$ cat src/rtl/vga_pkg.sv
// Shared raster constants and coordinate type for the video pipeline.
package vga_pkg;

  // Horizontal and vertical screen coordinate, shared with all sprite renderers.
  typedef logic [9:0] coord_t;

  // Default 640x480 @ 60 Hz timing (pixels / lines).
  localparam int H_VISIBLE_DEF = 640;
  localparam int H_FRONT_DEF   = 16;
  localparam int H_SYNC_DEF    = 96;
  localparam int H_BACK_DEF    = 48;
  localparam int V_VISIBLE_DEF = 480;
  localparam int V_FRONT_DEF   = 10;
  localparam int V_SYNC_DEF    = 2;
  localparam int V_BACK_DEF    = 33;

  localparam int H_TOTAL_DEF = H_VISIBLE_DEF + H_FRONT_DEF + H_SYNC_DEF + H_BACK_DEF;
  localparam int V_TOTAL_DEF = V_VISIBLE_DEF + V_FRONT_DEF + V_SYNC_DEF + V_BACK_DEF;

  // Half-open interval test: lo <= value < hi.
  function automatic logic in_range(input int value, input int lo, input int hi);
    return (value >= lo) && (value < hi);
  endfunction

endpackage

$ cat src/rtl/vga_axis_counter.sv
// One raster axis: counts 0..MODULUS-1 on enable and flags the wrap.
module vga_axis_counter
  import vga_pkg::*;
#(
  parameter int MODULUS = 800
) (
  input  logic       clk,
  input  logic       rst_n,
  input  logic       en,
  output logic [9:0] cnt,
  output logic       carry
);

  localparam coord_t LAST = coord_t'(MODULUS - 1);

  coord_t cnt_reg;
  coord_t cnt_next;

  // Carry marks the enabled step that takes the count from LAST back to zero.
  assign carry = en && (cnt_reg == LAST);
  assign cnt   = cnt_reg;

  // Next count: advance on enable, wrapping after the last position.
  always_comb begin
    cnt_next = cnt_reg;
    if (en) begin
      cnt_next = carry ? '0 : cnt_reg + coord_t'(1);
    end
  end

  // Count register.
  always_ff @(posedge clk or negedge rst_n) begin
    if (!rst_n) begin
      cnt_reg <= '0;
    end else begin
      cnt_reg <= cnt_next;
    end
  end

endmodule

$ cat src/rtl/vga_timing_gen.sv
// Raster scan generator: pixel divider, h/v counters, registered sync/visible decode.
module vga_timing_gen
  import vga_pkg::*;
#(
  parameter int CLK_DIV         = 2,
  parameter int H_VISIBLE       = H_VISIBLE_DEF,
  parameter int H_FRONT         = H_FRONT_DEF,
  parameter int H_SYNC          = H_SYNC_DEF,
  parameter int H_BACK          = H_BACK_DEF,
  parameter int V_VISIBLE       = V_VISIBLE_DEF,
  parameter int V_FRONT         = V_FRONT_DEF,
  parameter int V_SYNC          = V_SYNC_DEF,
  parameter int V_BACK          = V_BACK_DEF,
  parameter int SYNC_ACTIVE_LOW = 1
) (
  input  logic       clk,
  input  logic       rst_n,
  output logic       pix_stb,
  output logic       visible,
  output logic [9:0] col,
  output logic [9:0] row,
  output logic       hsync,
  output logic       vsync,
  output logic       line_start,
  output logic       frame_start
);

  localparam int H_TOTAL      = H_VISIBLE + H_FRONT + H_SYNC + H_BACK;
  localparam int V_TOTAL      = V_VISIBLE + V_FRONT + V_SYNC + V_BACK;
  localparam int H_SYNC_START = H_VISIBLE + H_FRONT;
  localparam int H_SYNC_END   = H_SYNC_START + H_SYNC;
  localparam int V_SYNC_START = V_VISIBLE + V_FRONT;
  localparam int V_SYNC_END   = V_SYNC_START + V_SYNC;

  // Level driven on hsync/vsync outside the sync pulse.
  localparam logic SYNC_IDLE = (SYNC_ACTIVE_LOW != 0);

  // Coordinates are 10 bits wide, so neither axis may exceed 1024 positions.
  if (H_TOTAL > 1024) begin : g_bad_h_total
    $fatal(1, "vga_timing_gen: H_TOTAL exceeds 1024");
  end
  if (V_TOTAL > 1024) begin : g_bad_v_total
    $fatal(1, "vga_timing_gen: V_TOTAL exceeds 1024");
  end
  if (CLK_DIV < 1) begin : g_bad_clk_div
    $fatal(1, "vga_timing_gen: CLK_DIV must be at least 1");
  end

  localparam int DIV_W = (CLK_DIV > 1) ? $clog2(CLK_DIV) : 1;
  localparam logic [DIV_W-1:0] DIV_LAST = DIV_W'(CLK_DIV - 1);

  logic [DIV_W-1:0] div_reg;
  logic [DIV_W-1:0] div_next;
  logic             tick;

  coord_t h_cnt;
  coord_t v_cnt;
  logic   h_carry;
  logic   v_carry_unused;

  logic visible_next;
  logic hsync_next;
  logic vsync_next;
  logic line_start_next;
  logic frame_start_next;

  logic   pix_stb_reg;
  logic   visible_reg;
  coord_t col_reg;
  coord_t row_reg;
  logic   hsync_reg;
  logic   vsync_reg;
  logic   line_start_reg;
  logic   frame_start_reg;

  // With CLK_DIV=1 the divider sits at zero and the tick is permanently high.
  assign tick = (div_reg == DIV_LAST);

  // Divider next state: wrap after the tick position.
  always_comb begin
    div_next = tick ? '0 : div_reg + DIV_W'(1);
  end

  // Divider register.
  always_ff @(posedge clk or negedge rst_n) begin
    if (!rst_n) begin
      div_reg <= '0;
    end else begin
      div_reg <= div_next;
    end
  end

  vga_axis_counter #(
    .MODULUS(H_TOTAL)
  ) u_h_counter (
    .clk  (clk),
    .rst_n(rst_n),
    .en   (tick),
    .cnt  (h_cnt),
    .carry(h_carry)
  );

  // The vertical axis steps on the same edge that wraps the horizontal one.
  vga_axis_counter #(
    .MODULUS(V_TOTAL)
  ) u_v_counter (
    .clk  (clk),
    .rst_n(rst_n),
    .en   (h_carry),
    .cnt  (v_cnt),
    .carry(v_carry_unused)
  );

  // Decode of the current counter position, loaded into the outputs on a tick.
  always_comb begin
    visible_next     = (int'(h_cnt) < H_VISIBLE) && (int'(v_cnt) < V_VISIBLE);
    hsync_next       = in_range(int'(h_cnt), H_SYNC_START, H_SYNC_END) ? ~SYNC_IDLE : SYNC_IDLE;
    vsync_next       = in_range(int'(v_cnt), V_SYNC_START, V_SYNC_END) ? ~SYNC_IDLE : SYNC_IDLE;
    line_start_next  = (h_cnt == '0);
    frame_start_next = (h_cnt == '0) && (v_cnt == '0);
  end

  // Output registers: load on tick, strobes drop on every other clock.
  always_ff @(posedge clk or negedge rst_n) begin
    if (!rst_n) begin
      pix_stb_reg     <= 1'b0;
      visible_reg     <= 1'b0;
      col_reg         <= '0;
      row_reg         <= '0;
      hsync_reg       <= SYNC_IDLE;
      vsync_reg       <= SYNC_IDLE;
      line_start_reg  <= 1'b0;
      frame_start_reg <= 1'b0;
    end else if (tick) begin
      pix_stb_reg     <= 1'b1;
      visible_reg     <= visible_next;
      col_reg         <= h_cnt;
      row_reg         <= v_cnt;
      hsync_reg       <= hsync_next;
      vsync_reg       <= vsync_next;
      line_start_reg  <= line_start_next;
      frame_start_reg <= frame_start_next;
    end else begin
      pix_stb_reg     <= 1'b0;
      line_start_reg  <= 1'b0;
      frame_start_reg <= 1'b0;
    end
  end

  assign pix_stb     = pix_stb_reg;
  assign visible     = visible_reg;
  assign col         = col_reg;
  assign row         = row_reg;
  assign hsync       = hsync_reg;
  assign vsync       = vsync_reg;
  assign line_start  = line_start_reg;
  assign frame_start = frame_start_reg;

endmodule

$ cat config.mk
export PLATFORM = sky130hd
export DESIGN_NAME = vga_timing_gen
export DESIGN_NICKNAME = d
export VERILOG_FILES = /design/src/rtl/vga_pkg.sv /design/src/rtl/vga_axis_counter.sv /design/src/rtl/vga_timing_gen.sv
export SDC_FILE = /design/constraint.sdc
export NUM_CORES = 1
export LEC_CHECK = 0
export ABC_CLOCK_PERIOD_IN_PS = 3200
export CAP_MARGIN = 20
export CORE_MARGIN = 5
export CORE_UTILIZATION = 66
export CTS_CLUSTER_DIAMETER = 40
export DETAILED_ROUTE_END_ITERATION = 12
export DONT_BUFFER_PORTS = 1
export PLACE_DENSITY = 0.91
export RECOVER_POWER = 50
export SYNTH_ARGS = -nofsm -noshare
export SYNTH_HDL_FRONTEND = slang
export SYNTH_SLANG_ARGS = --single-unit
export TNS_END_PERCENT = 1
$ cat constraint.sdc
create_clock -name clk -period 3.2 [get_ports clk]
set_clock_uncertainty 0.2 [all_clocks]
set_input_delay 0.32 -clock clk [delete_from_list [all_inputs] [get_ports clk]]
set_output_delay 0.32 -clock clk [all_outputs]
set_load 0.005 [all_outputs]
==> impl_metrics.toml, run 1 <==
[die]
die_x_um = 66.1
start_util_pct = 68.5
io_pins = 28
die_h_um = 66.1
rows = 20
dieArea_um2 = 4360
core_area_um2 = 3030

[setup_path]
r2r_end = "u_v_counter.cnt[8]$_DFFE_PN0N_"
worstPathRequired_ns = 3.29
rrSetupSlack_ns = 0.90
end_kind = "flop"
critPathArrivalTime_ns = 2.39
r2r_cells = 5
reg2reg_from = "u_h_counter.cnt[0]$_DFFE_PN0P_"
crit_type = "flop to flop"
start_kind = "flop"
cp_max_fo = 6

[final_layout]
drive_gt1_share_pct = 19.4
num_antenna_cells = 0
final_util_pct = 72.9
syn2layout_area_growth_pct = 6.33
final.fill_count = 201
nets = 185
final_area_um2 = 2210

[pwr]
p_total_mw = 0.901
clkPwrFrac_pct = 32.3
powerDensity_nw_per_um2 = 408
netSwitchingPower_mw = 0.196
p_leak_nw = 1.08
p_seq_share_pct = 66.0
p_int_mw = 0.705
ir_drop_v = 0.000330
pwr-share-comb_pct = 1.7
sw_frac_of_total_pct = 21.7

[logic_synthesis]
post_synth.cell_area_avg_um2 = 11.7
synth_edf_count = 0
ys_top_cells_by_area = "dfrtp_1 54%, mux2_2 11%, dfstp_2 2.5%"
yosysWarnings = 0
syn_area_um2 = 2070
ys.flop_type = "dfrtp_1"
ys_ff_latch = 47
ys_seq_area_share_pct = 56.8
synth_nets = 183
yosys.area.top_type_share_pct = 54.3
synth.distinct_cells = 38
async_reset_ff_share_pct = 100
yosys.area.top_type = "dfrtp_1"
syn_inst = 177

[global_routing]
grt_usage_pct = 20.4
grt_pass1_vias = 1387
grt_overflow = 0
grt_pass1_wl_um = 6640
grt_max_degree = 48
antenna_found_initial = 0

[timing]
setup_viol = 0
max_freq_mhz = 434
maxSlewHeadroom_pct = 65.6
rsz0062_at_grt = "false"
fin_crit_sh_pct = 72.0
worst_slew_pin_slew_ns = 0.512
slew_viol_final = 0
finalSetupTns_ns = 0
whs_ns = 0.231
final-hold-violation-count = 0
fin_crit_ns = 2.30

[min_path]
hold_path.class = "input port to async pin"

[placement]
gp_congestion = 0.820
placed_cell_area_um2 = 2110
place_hpwl_um = 2750
port_buffers = 0

[routing]
drtIter0Drc = 101
finalWirelength_um = 3880
antenna_left = 0
wl_per_cell_um = 17.3
vias = 1386
vias_per_cell = 6.19
remaining_drc_errors = 0
first_pass_iters = 4

[clock_tree]
clockRootBuffer = "clkbuf_4"
ctsHoldBuffers = 2
ctsHtreeMaxLevel = 2
post_cts_buffers = 0
numCtsBuffers = 5
cts_tree = "built"
clock_sinks = 47
cts_resized = 0
clk_latency_ns = 0.37
clk_pin_slew_worst_paths_ns = 0.14
clock_path_buffers = 2

[flow_run]
maxCapViolCount = 0

[run_status]
status = "finished, final reports clean"
-- power groups by stage --
stage / sequential (mW) / combinational, mW / clock [mW]
after CTS: 0.594 / 0.0165 / 0.295
final: 0.594 / 0.0157 / 0.291
after global placement: 0.605 / 0.000000414 / 0
after floorplan: 0.605 / 0.000000417 / 0
after global routing: 0.594 / 0.0187 / 0.329
after detailed placement: 0.605 / 0.000000414 / 0
-- worst max-delay path by stage --
stage                                              start                        endpoint  slack (ns)
after floorplan           u_h_counter.cnt[0]$_DFFE_PN0P_  u_v_counter.cnt[7]$_DFFE_PN0N_        1.19
after global placement    u_h_counter.cnt[0]$_DFFE_PN0P_  u_v_counter.cnt[7]$_DFFE_PN0N_        1.14
after detailed placement  u_h_counter.cnt[0]$_DFFE_PN0P_  u_v_counter.cnt[8]$_DFFE_PN0N_        0.96
after CTS                 u_h_counter.cnt[0]$_DFFE_PN0P_  u_v_counter.cnt[8]$_DFFE_PN0N_        0.92
after global routing      u_h_counter.cnt[0]$_DFFE_PN0P_  u_v_counter.cnt[8]$_DFFE_PN0N_        0.82
final                     u_h_counter.cnt[0]$_DFFE_PN0P_  u_v_counter.cnt[8]$_DFFE_PN0N_        0.90
-- stage by stage --
step                      std cells  setup WS [ns]
final                           224          0.896
after global routing            224          0.821
after CTS                       224          0.919
after detailed placement        214          0.955
after global placement          214           1.14
after floorplan                 177           1.19
-- kinds of logic after synthesis --
logic type | after synthesis | share of synthesized area [%]
and+or+nand+nor | 59 | 16.3
DFF | 47 | 56.8
muxes | 23 | 12.3
AOI/OAI and AO/OA | 19 | 5.55
buffers and inverters | 17 | 3.20
xor gates and xnor gates | 8 | 3.38
adders and majority gates | 4 | 2.41
-- layout by cell type (no fill, tap or decap), types with 3 or more instances in the layout --
| master | netlist | layout |
|---|---|---|
| a21oi_1 | 4 | 4 |
| nor2_1 | 5 | 5 |
| nand2_1 | 13 | 13 |
| inv_1 | 8 | 8 |
| and3_1 | 4 | 4 |
| mux2i_1 | 3 | 3 |
| o21ai_0 | 6 | 6 |
| nor3_1 | 6 | 6 |
| xnor2_1 | 3 | 3 |
| nor4_1 | 8 | 8 |
| mux2_2 | 20 | 20 |
| nand3_1 | 8 | 8 |
| a31oi_1 | 3 | 3 |
| ha_1 | 4 | 4 |
| xor2_1 | 5 | 5 |
| clkbuf_4 | 0 | 5 |
| nand4_1 | 3 | 3 |
| dfrtp_1 | 45 | 45 |
-- critical path, stage by stage (launching register included) --
cell     delay (ns)
dfrtp_1        0.45
ha_1           0.26
nand4_4        0.16
or4_4          0.55
nor4_1         0.42
xor2_1         0.18
-- synth_stat cells, drive strengths merged, types with 2 or more instances --
library cell / instances
xor2: 5
mux2: 20
dfrtp: 45
nand4b: 2
and3: 5
mux2i: 3
a21oi: 4
nand4: 4
nand3: 8
ha: 4
buf: 5
clkbuf: 4
inv: 8
xnor2: 3
nand2: 13
nor3: 6
dfstp: 2
o21ai: 6
nor4: 8
a31oi: 3
nor2: 5
-- final cells by class --
| class | instances | area (µm²) | area share (%) |
|---|---|---|---|
| Sequential cell | 47 | 1180 | 53.4 |
| Multi-Input combinational cell | 113 | 830 | 37.6 |
| Clock buffer | 7 | 55.1 | 2.50 |
| Tap cell | 44 | 55.1 | 2.50 |
| Timing Repair Buffer | 4 | 52.6 | 2.38 |
| Inverter | 8 | 30.0 | 1.36 |
| Clock inverter | 1 | 5.00 | 0.227 |
-- routing by layer --
layer,up-vias,wire length (µm),GRT usage [%]
met5,-,0,0
met4,0,141,13.2
met3,17,207,4.93
met2,48,1990,32.5
met1,686,1540,24.5
li1,635,-,-
(Power assumes the default switching activity.)
==> run 2: changes to the inputs <==
Settings changed: ABC_CLOCK_PERIOD_IN_PS 3200 to 2300, CORE_UTILIZATION 66 to 62, PLACE_DENSITY 0.91 to 0.87.
Clock period 3.2 ns to 2.3 ns, I/O delays scaled along.
==> run 2 against run 1 <==
  * Critical path depth unchanged
  * Largest cell class unchanged
  * Clock power up 73%
  * Sequential power up 39%
  * Global-route usage down 1.4 points
  * Highest routed layer unchanged
  * Critical endpoint unchanged
==> impl_metrics.toml, run 2 (synthesized netlist as in run 1, its figures left out) <==
[timing]
worst_slew_pin_slew_ns = 1.11
finalSetupTns_ns = 0
rsz0062_at_grt = "false"
fin_crit_ns = 2.16
setup_viol = 0
maxSlewHeadroom_pct = 26.3
slew_viol_final = 0
whs_ns = 0.306
fin_crit_sh_pct = 93.9
setup_ws_ns = 0.140
final-hold-violation-count = 0
max_freq_mhz = 463

[setup_path]
r2r_cells = 5
rrSetupSlack_ns = 0.14
max_stage_delay_ns = 0.56
start_kind = "flop"
cp_max_fo = 6
crit_buf_inv = 0
startpoint = "u_h_counter.cnt[0]$_DFFE_PN0P_"
crit_slowest_cell = "or4_4"
crit_chain = "ha_2 -> nand4_4 -> or4_4 -> nor4_2 -> xor2_1"
critPathTopFamily = "simple AND/OR/NAND/NOR gates"
critPathArrivalTime_ns = 2.24
worstPathRequired_ns = 2.38
crit_type = "flop to flop"
end_kind = "flop"
r2r_end = "u_v_counter.cnt[8]$_DFFE_PN0N_"
reg2reg_from = "u_h_counter.cnt[0]$_DFFE_PN0P_"

[placement]
placed_cell_area_um2 = 2130
place_inst = 218
place_hpwl_um = 2580
gp_congestion = 0.806
dp_slack_ns = 0.108
port_buffers = 0

[die]
core_area_um2 = 3280
start_util_pct = 63.2
die_x_um = 67.8
io_pins = 28
rows = 21
dieArea_um2 = 4600
die_h_um = 67.8

[pwr]
netSwitchingPower_mw = 0.261
p_total_mw = 1.35
p_int_mw = 1.09
ir_drop_v = 0.000640
powerDensity_nw_per_um2 = 601
sw_frac_of_total_pct = 19.4
pwr-share-comb_pct = 1.2
clkPwrFrac_pct = 37.4
p_leak_nw = 1.09
p_seq_share_pct = 61.4

[min_path]
hold_path.class = "flop to flop"
holdPathEnd = "vsync$_DFFE_PN1P_"
hold_depth = 2
min-delay-start = "vsync$_DFFE_PN1P_"

[flow_run]
maxCapViolCount = 0

[final_layout]
num_antenna_cells = 0
syn2layout_area_growth_pct = 7.96
instances_no_fill = 228
final_util_pct = 68.2
layout_commonest_cell = "dfrtp_1"
final_area_um2 = 2240
drive_gt1_share_pct = 22.5
nets = 187
final_cell_mix = "45 x dfrtp_1, 20 x mux2_2, 13 x nand2_1"

[global_routing]
grt_usage_pct = 19.0
grt_pass1_wl_um = 6450
grt_overflow = 0
antenna_found_initial = 0
grt_max_degree = 48
grt_pass1_vias = 1314

[routing]
vias = 1351
finalWirelength_um = 3820
first_pass_iters = 4
antenna_left = 0
vias_per_cell = 5.93
wl_per_cell_um = 16.7
remaining_drc_errors = 0
drtIter0Drc = 115

[clock_tree]
clock_sinks = 47
post_cts_buffers = 0
ctsHtreeMaxLevel = 2
cts_tree = "built"
clk_latency_ns = 0.36
clk_pin_slew_worst_paths_ns = 0.13
clockRootBuffer = "clkbuf_4"
numCtsBuffers = 5
clock_path_buffers = 2

[run_status]
status = "finished, final reports clean"
run 2: cell types whose count changed in the layout (fill, tap and decap cells not counted), sizes merged:
cell,change
bufinv,+1
clkbuf,+1
run 2: what timing repair did:
| item | in CTS | in global routing |
|---|---|---|
| hold buffers | 2 | 0 |
| endpoints found under the setup margin | 0 | 2 |
| hold endpoints to repair | 47 | 0 |
| gates resized for setup | 0 | 3 |
run 2: area by class of cell:
type | count | area [µm²]
multi-input combinational | 113 | 845
clock inverter | 2 | 35.0
sequential | 47 | 1180
tap | 46 | 57.6
fill | 231 | 1040
inverter | 8 | 30.0
timing repair buffer | 6 | 42.5
clock buffer | 6 | 51.3
run 2: layer usage:
metal  global-route usage (%)  up-vias  routed length [µm]
met4                     7.44        0                  69
li1                         -      635                   -
met1                     25.1      671                1610
met2                     29.8       38                1950
met3                     5.42        7                 189
met5                        0        -                   0
run 2: how the worst max path moves through the flow:
stage / to / cells past startpoint
after floorplan: u_v_counter.cnt[7]$_DFFE_PN0N_ / 5
after global placement: u_v_counter.cnt[7]$_DFFE_PN0N_ / 5
after detailed placement: u_v_counter.cnt[8]$_DFFE_PN0N_ / 5
after CTS: u_v_counter.cnt[8]$_DFFE_PN0N_ / 5
after global routing: u_v_counter.cnt[7]$_DFFE_PN0N_ / 5
final: u_v_counter.cnt[8]$_DFFE_PN0N_ / 5
run 2: power by group through the flow:
| stage | Sequential [mW] | Clock, mW | Combinational, mW |
|---|---|---|---|
| after floorplan | 0.842 | 0 | 0.000000417 |
| after global placement | 0.842 | 0 | 0.000000425 |
| final | 0.826 | 0.503 | 0.0166 |
| after CTS | 0.826 | 0.515 | 0.0229 |
| after global routing | 0.827 | 0.556 | 0.0202 |
| after detailed placement | 0.842 | 0 | 0.000000425 |
run 2: tightest hold or removal path, delay by kind of cell (launching register included):
family / cells / cell delay, ns
AO/OA/AOI/OAI: 1 / 0.04
flip-flops: 1 / 0.40
AND/OR/NAND/NOR: 1 / 0.08
==> variant 1: new RTL, config.mk and constraints of run 2 <==
Set the parameter `SYNC_ACTIVE_LOW` to 0 (it was 1).
--- a/src/rtl/vga_timing_gen.sv
+++ b/src/rtl/vga_timing_gen.sv
@@ -13,3 +13,3 @@
   parameter int V_BACK          = V_BACK_DEF,
-  parameter int SYNC_ACTIVE_LOW = 1
+  parameter int SYNC_ACTIVE_LOW = 0
 ) (
Function: changed (a bounded check fails within 4 cycles, from zero or initial values and one cycle with rst_n low).
==> variant 1 against run 2 <==
Design area is 0.45% lower; critical endpoint is now u_v_counter.cnt[9]$_DFFE_PN0N_; power decreased by 12%; wire length up 3.7%; synthesized area rose by 3.5%; worst setup slack improved by 0.21 ns; sequential cell count unchanged; largest cell class unchanged; sequential share of layout area rose by 0.12 points.
==> variant 1: results (changes against run 2) <==
Buffers excl. clock -> 4 (-2)
Worst EP arrival -> 1.98 ns (-0.26 ns)
distinct cell type count after synthesis -> 36 (-5.3%)
layout cells sized above 1 -> 0.222 (-0.00368)
Worst-path clk slew -> 0.11 ns (-0.02 ns)
post-cts resize count -> 0 (unchanged)
Min-Delay Path Class -> register to register
Worst VDD drop -> 375 uV (-41%)
routed length on met2 -> 2.00 mm (+2.9%)
hold path start -> u_v_counter.cnt[7]$_DFFE_PN0N_
DR vias/cell -> 6.11 (+3.2%)
top cells by count, synth -> 47 x dfrtp_1, 21 x mux2_2, 11 x nand3_1, 10 x nor2_1, 9 x xnor2_1
Leak -> 0.976 nW (-11%)
met3 Track Usage GR -> 0.0681 (+0.0139)
Bufs on Longest Clock Path -> 2 (unchanged)
M2 GR Usage -> 0.318 (+0.0202)
DR WL met3 -> 288 um (+52%)
worst hold slack -> 0.316 ns (+0.0100 ns)
Layout Nets -> 183 (-2.1%)
met1 Use GR -> 0.242 (-0.00858)
Slew @ Worst Pin -> 1.08 ns (-0.0261 ns)
1st-iter DRT viols -> 55 (-52%)
RR Endpoint -> u_v_counter.cnt[9]$_DFFE_PN0N_
post-synthesis sequential area ratio -> 0.548 (-0.0204)
fill cell count -> 258 (+12%)
XOR/XNOR Fraction of Synth Area -> 0.0530 (+0.0193)
RD Place Congestion -> 0.898 (+11%)
wl on met1 -> 1.56 mm (-3.2%)
hold path depth -> 1 (-1)
Worst Hold Path EP -> u_v_counter.cnt[7]$_DFFE_PN0N_
CP max FO -> 12 (+6)
Routed WL -> 3.96 mm (+3.7%)
Global Route Usage Sum -> 0.202 (+0.0120)
reg2reg start -> div_reg$_DFF_PN0_
Layout non-clock buf frac -> 0.0135 (-0.00553)
fraction of area in registers -> 0.527 (+0.00124)
Highest Signal Layer -> met4
final-layout clock buffer total -> 6 (unchanged)
first-pass GRT wire length -> 6.85 mm (+6.2%)
outcome -> completed
Layout clock area frac -> 0.0185 (-0.0200)
dpl hpwl -> 2.81 mm (+9.1%)
vias in the first global route -> 1376 (+4.7%)
Synth Area in Adders -> 0.0233 (-0.000815)
multi-input logic portion of the cell area -> 0.403 (+0.0258)
worst reg2reg setup slack -> 0.35 ns (+0.21 ns)
Compound-Gate Fraction of Synth Area -> 0.0321 (-0.0234)
nonclk inv count -> 7 (-1)
cells on worst reg2reg path -> 4 (-1)
#MultiIn Comb -> 112 (-0.88%)
mux contribution to synthesized area -> 0.110 (-0.0129)
initial antenna violation count -> 0 (unchanged)
ranking of synthesized cells by area -> dfrtp_1 55%, mux2_2 11%, xnor2_1 3.7%
[variant 1: cell types whose count changed in the layout (fill, tap and decap cells not counted), sizes merged, moves of 3 or more]
cell   before  now
nand2      13    6
xnor2       3    9
nand3       8   11
nand4       4    7
nor2        5   10
a31oi       3    0
mux2i       3    0
nor4        8    5
a21oi       4    1
and4        1    4
[variant 1: critical path, stage by stage, from the launching register on]
cell	delay (ns)
dfrtp_1	0.67
and4_1	0.27
nand4b_1	0.16
nor4_2	0.43
nor3b_2	0.10
[variant 1: per-stage QoR]
stage	cells	instance area, sq um	utilization	power (mW)	worst slack, ns
6_report	222	2230	0.668	1.19	0.354
5_1_grt	222	2230	0.668	1.24	0.159
4_1_cts	222	2250	0.675	1.21	0.324
3_5_place_dp	214	2170	0.651	0.842	0.329
3_3_place_gp	214	2170	0.651	0.842	0.381
2_1_floorplan	174	2150	-	0.842	0.630
[variant 1: power breakdown]
group	switching (mW)	internal [mW]
clock network	0.236	0.109
logic	0.0146	0.00165
registers	0	0.826
total	0.251	0.937
==> variant 2: new RTL, flow settings as in run 2 <==
Without the edit above. Make the reset (`rst_n`) synchronous in 3 clocked blocks.
--- a/src/rtl/vga_axis_counter.sv
+++ b/src/rtl/vga_axis_counter.sv
@@ -31,3 +31,3 @@
   // Count register.
-  always_ff @(posedge clk or negedge rst_n) begin
+  always_ff @(posedge clk) begin
     if (!rst_n) begin
--- a/src/rtl/vga_timing_gen.sv
+++ b/src/rtl/vga_timing_gen.sv
@@ -84,3 +84,3 @@
   // Divider register.
-  always_ff @(posedge clk or negedge rst_n) begin
+  always_ff @(posedge clk) begin
     if (!rst_n) begin
@@ -123,3 +123,3 @@
   // Output registers: load on tick, strobes drop on every other clock.
-  always_ff @(posedge clk or negedge rst_n) begin
+  always_ff @(posedge clk) begin
     if (!rst_n) begin
Function: differs if rst_n is asserted again (counterexample within 4 cycles, from zero or initial values and one cycle with rst_n low); with rst_n held inactive, the same outputs for 10 cycles.
==> variant 2 against run 2 <==
Die area is 1.3% lower; critical path depth stayed put; wire length is 14% higher; synthesized cell count is 20% higher; worst hold slack better by 0.026 ns; utilization is 3.8 points higher; count of clock-buffer cells in the layout stayed put; design area is 0.22% lower; worst setup slack worse by 0.087 ns; non-clock buffer count is 7 higher; sequential cell count stayed put; cell count is 16% higher; synthesized area is 1.6% lower; largest cell class is now multi-input gates.
Power is not compared: it rests on default switching activity, and its combinational part moved more than twofold at a synthesized area within 25%.
==> variant 2: results (changes against run 2) <==
outcome -> completed
Leak -> 0.795 nW
I/O Buffers -> 0 (unchanged)
Bufs on Longest Clock Path -> 2 (unchanged)
Global Route Usage Sum -> 0.211 (+0.0214)
first-pass GRT wire length -> 7.25 mm (+12%)
largest net degree at the start of global routing -> 34 (-29%)
worst reg2reg setup slack -> 0.05 ns (-0.09 ns)
dpl hpwl -> 3.09 mm (+20%)
Highest Signal Layer -> met4
Layout Nets -> 227 (+21%)
via count -> 1581 (+17%)
Slew @ Worst Pin -> 0.941 ns (-0.165 ns)
critical path's largest stage delay -> 0.61 ns (+0.05 ns)
DP Worst Slack -> 0.0506 ns (-0.0577 ns)
hold path start -> vsync$_SDFFE_PN1P_
Worst-path clk slew -> 0.13 ns (about the same)
Post-Syn Nets -> 218 (+19%)
post-cts resize count -> 0 (unchanged)
routed length on met2 -> 2.02 mm (+4.0%)
RR Endpoint -> u_v_counter.cnt[9]$_SDFFE_PN0N_
RD Place Congestion -> 0.868 (+7.7%)
dpl cells -> 257 (+18%)
initial antenna violation count -> 0 (unchanged)
post-synthesis sequential area ratio -> 0.461 (-0.107)
ranking of synthesized cells by area -> dfxtp_1 46%, mux2i_1 10%, nor2b_1 6.7%
non-filler cells, final -> 265 (+16%)
asr flop ratio synth -> 0 (-1.00)
DP Area -> 2140 sq um (+0.71%)
CTS Hold Bufs -> 1 (-1)
Worst EP arrival -> 2.35 ns (+0.11 ns)
CP max FO -> 10 (+4)
top cells by count, synth -> 47 x dfxtp_1, 22 x nor2b_1, 21 x mux2i_1, 9 x inv_1, 9 x nand2_1
routed len/inst -> 16.4 um (-1.9%)
reg2reg start -> u_h_counter.cnt[0]$_SDFFE_PN0P_
Syn Inst Count -> 212 (+20%)
WP depth -> 5 (unchanged)
Max Clock Freq -> 445 MHz (-3.9%)
1st-iter DRT viols -> 150 (+30%)
DR WL met3 -> 366 um (+94%)
wl on met1 -> 1.91 mm (+18%)
layout cells sized above 1 -> 0.122 (-0.103)
CTS HTree Levels -> 2 (unchanged)
CTS buffer count -> 5 (unchanged)
variant 2: worst min path at each step:
stage | slack, ns | depth (start not counted) | to
after floorplan | 0.17 | 2 | div_reg$_SDFF_PP0_
after global placement | 0.16 | 1 | u_h_counter.cnt[4]$_SDFFE_PN0P_
after detailed placement | 0.16 | 1 | u_h_counter.cnt[4]$_SDFFE_PN0P_
after CTS | 0.34 | 1 | vsync$_SDFFE_PN1P_
after global routing | 0.35 | 1 | vsync$_SDFFE_PN1P_
final | 0.33 | 1 | vsync$_SDFFE_PN1P_
variant 2: kinds of logic (layout without fill, tap and decap cells):
| kind of cell | after synthesis | after routing | synth area share |
|---|---|---|---|
| fa+ha+maj | 4 | 4 | 0.0245 |
| simple gates | 85 | 85 | 0.253 |
| buf+inv | 20 | 29 | 0.0410 |
| xor+xnor | 7 | 7 | 0.0300 |
| compound gates | 28 | 28 | 0.0876 |
| mux | 21 | 21 | 0.103 |
| flops | 47 | 47 | 0.461 |
variant 2: layer usage:
layer  up-vias  track usage
li1        766            -
met1       734        0.265
met2        74        0.339
met3         7       0.0682
met4         0       0.0785
met5         -            0
variant 2: power by group:
part	internal (mW)	leakage [nW]	switching, mW	total, mW
clock	0.224	0.0383	0.238	0.462
sequential	0.823	0.380	0.00526	0.828
combinational	0.0332	0.377	0.0391	0.0723
total	1.08	0.795	0.282	1.36
variant 2: final cells by class:
| type | instances | area (sq um) |
|---|---|---|
| Fill cell | 235 | 868 |
| Tap cell | 44 | 55.1 |
| Clock buffer | 6 | 41.3 |
| Inverter | 9 | 33.8 |
| Clock inverter | 1 | 30.0 |
| Sequential cell | 47 | 941 |
| Multi-Input combinational cell | 145 | 1030 |
| Timing Repair Buffer | 13 | 103 |
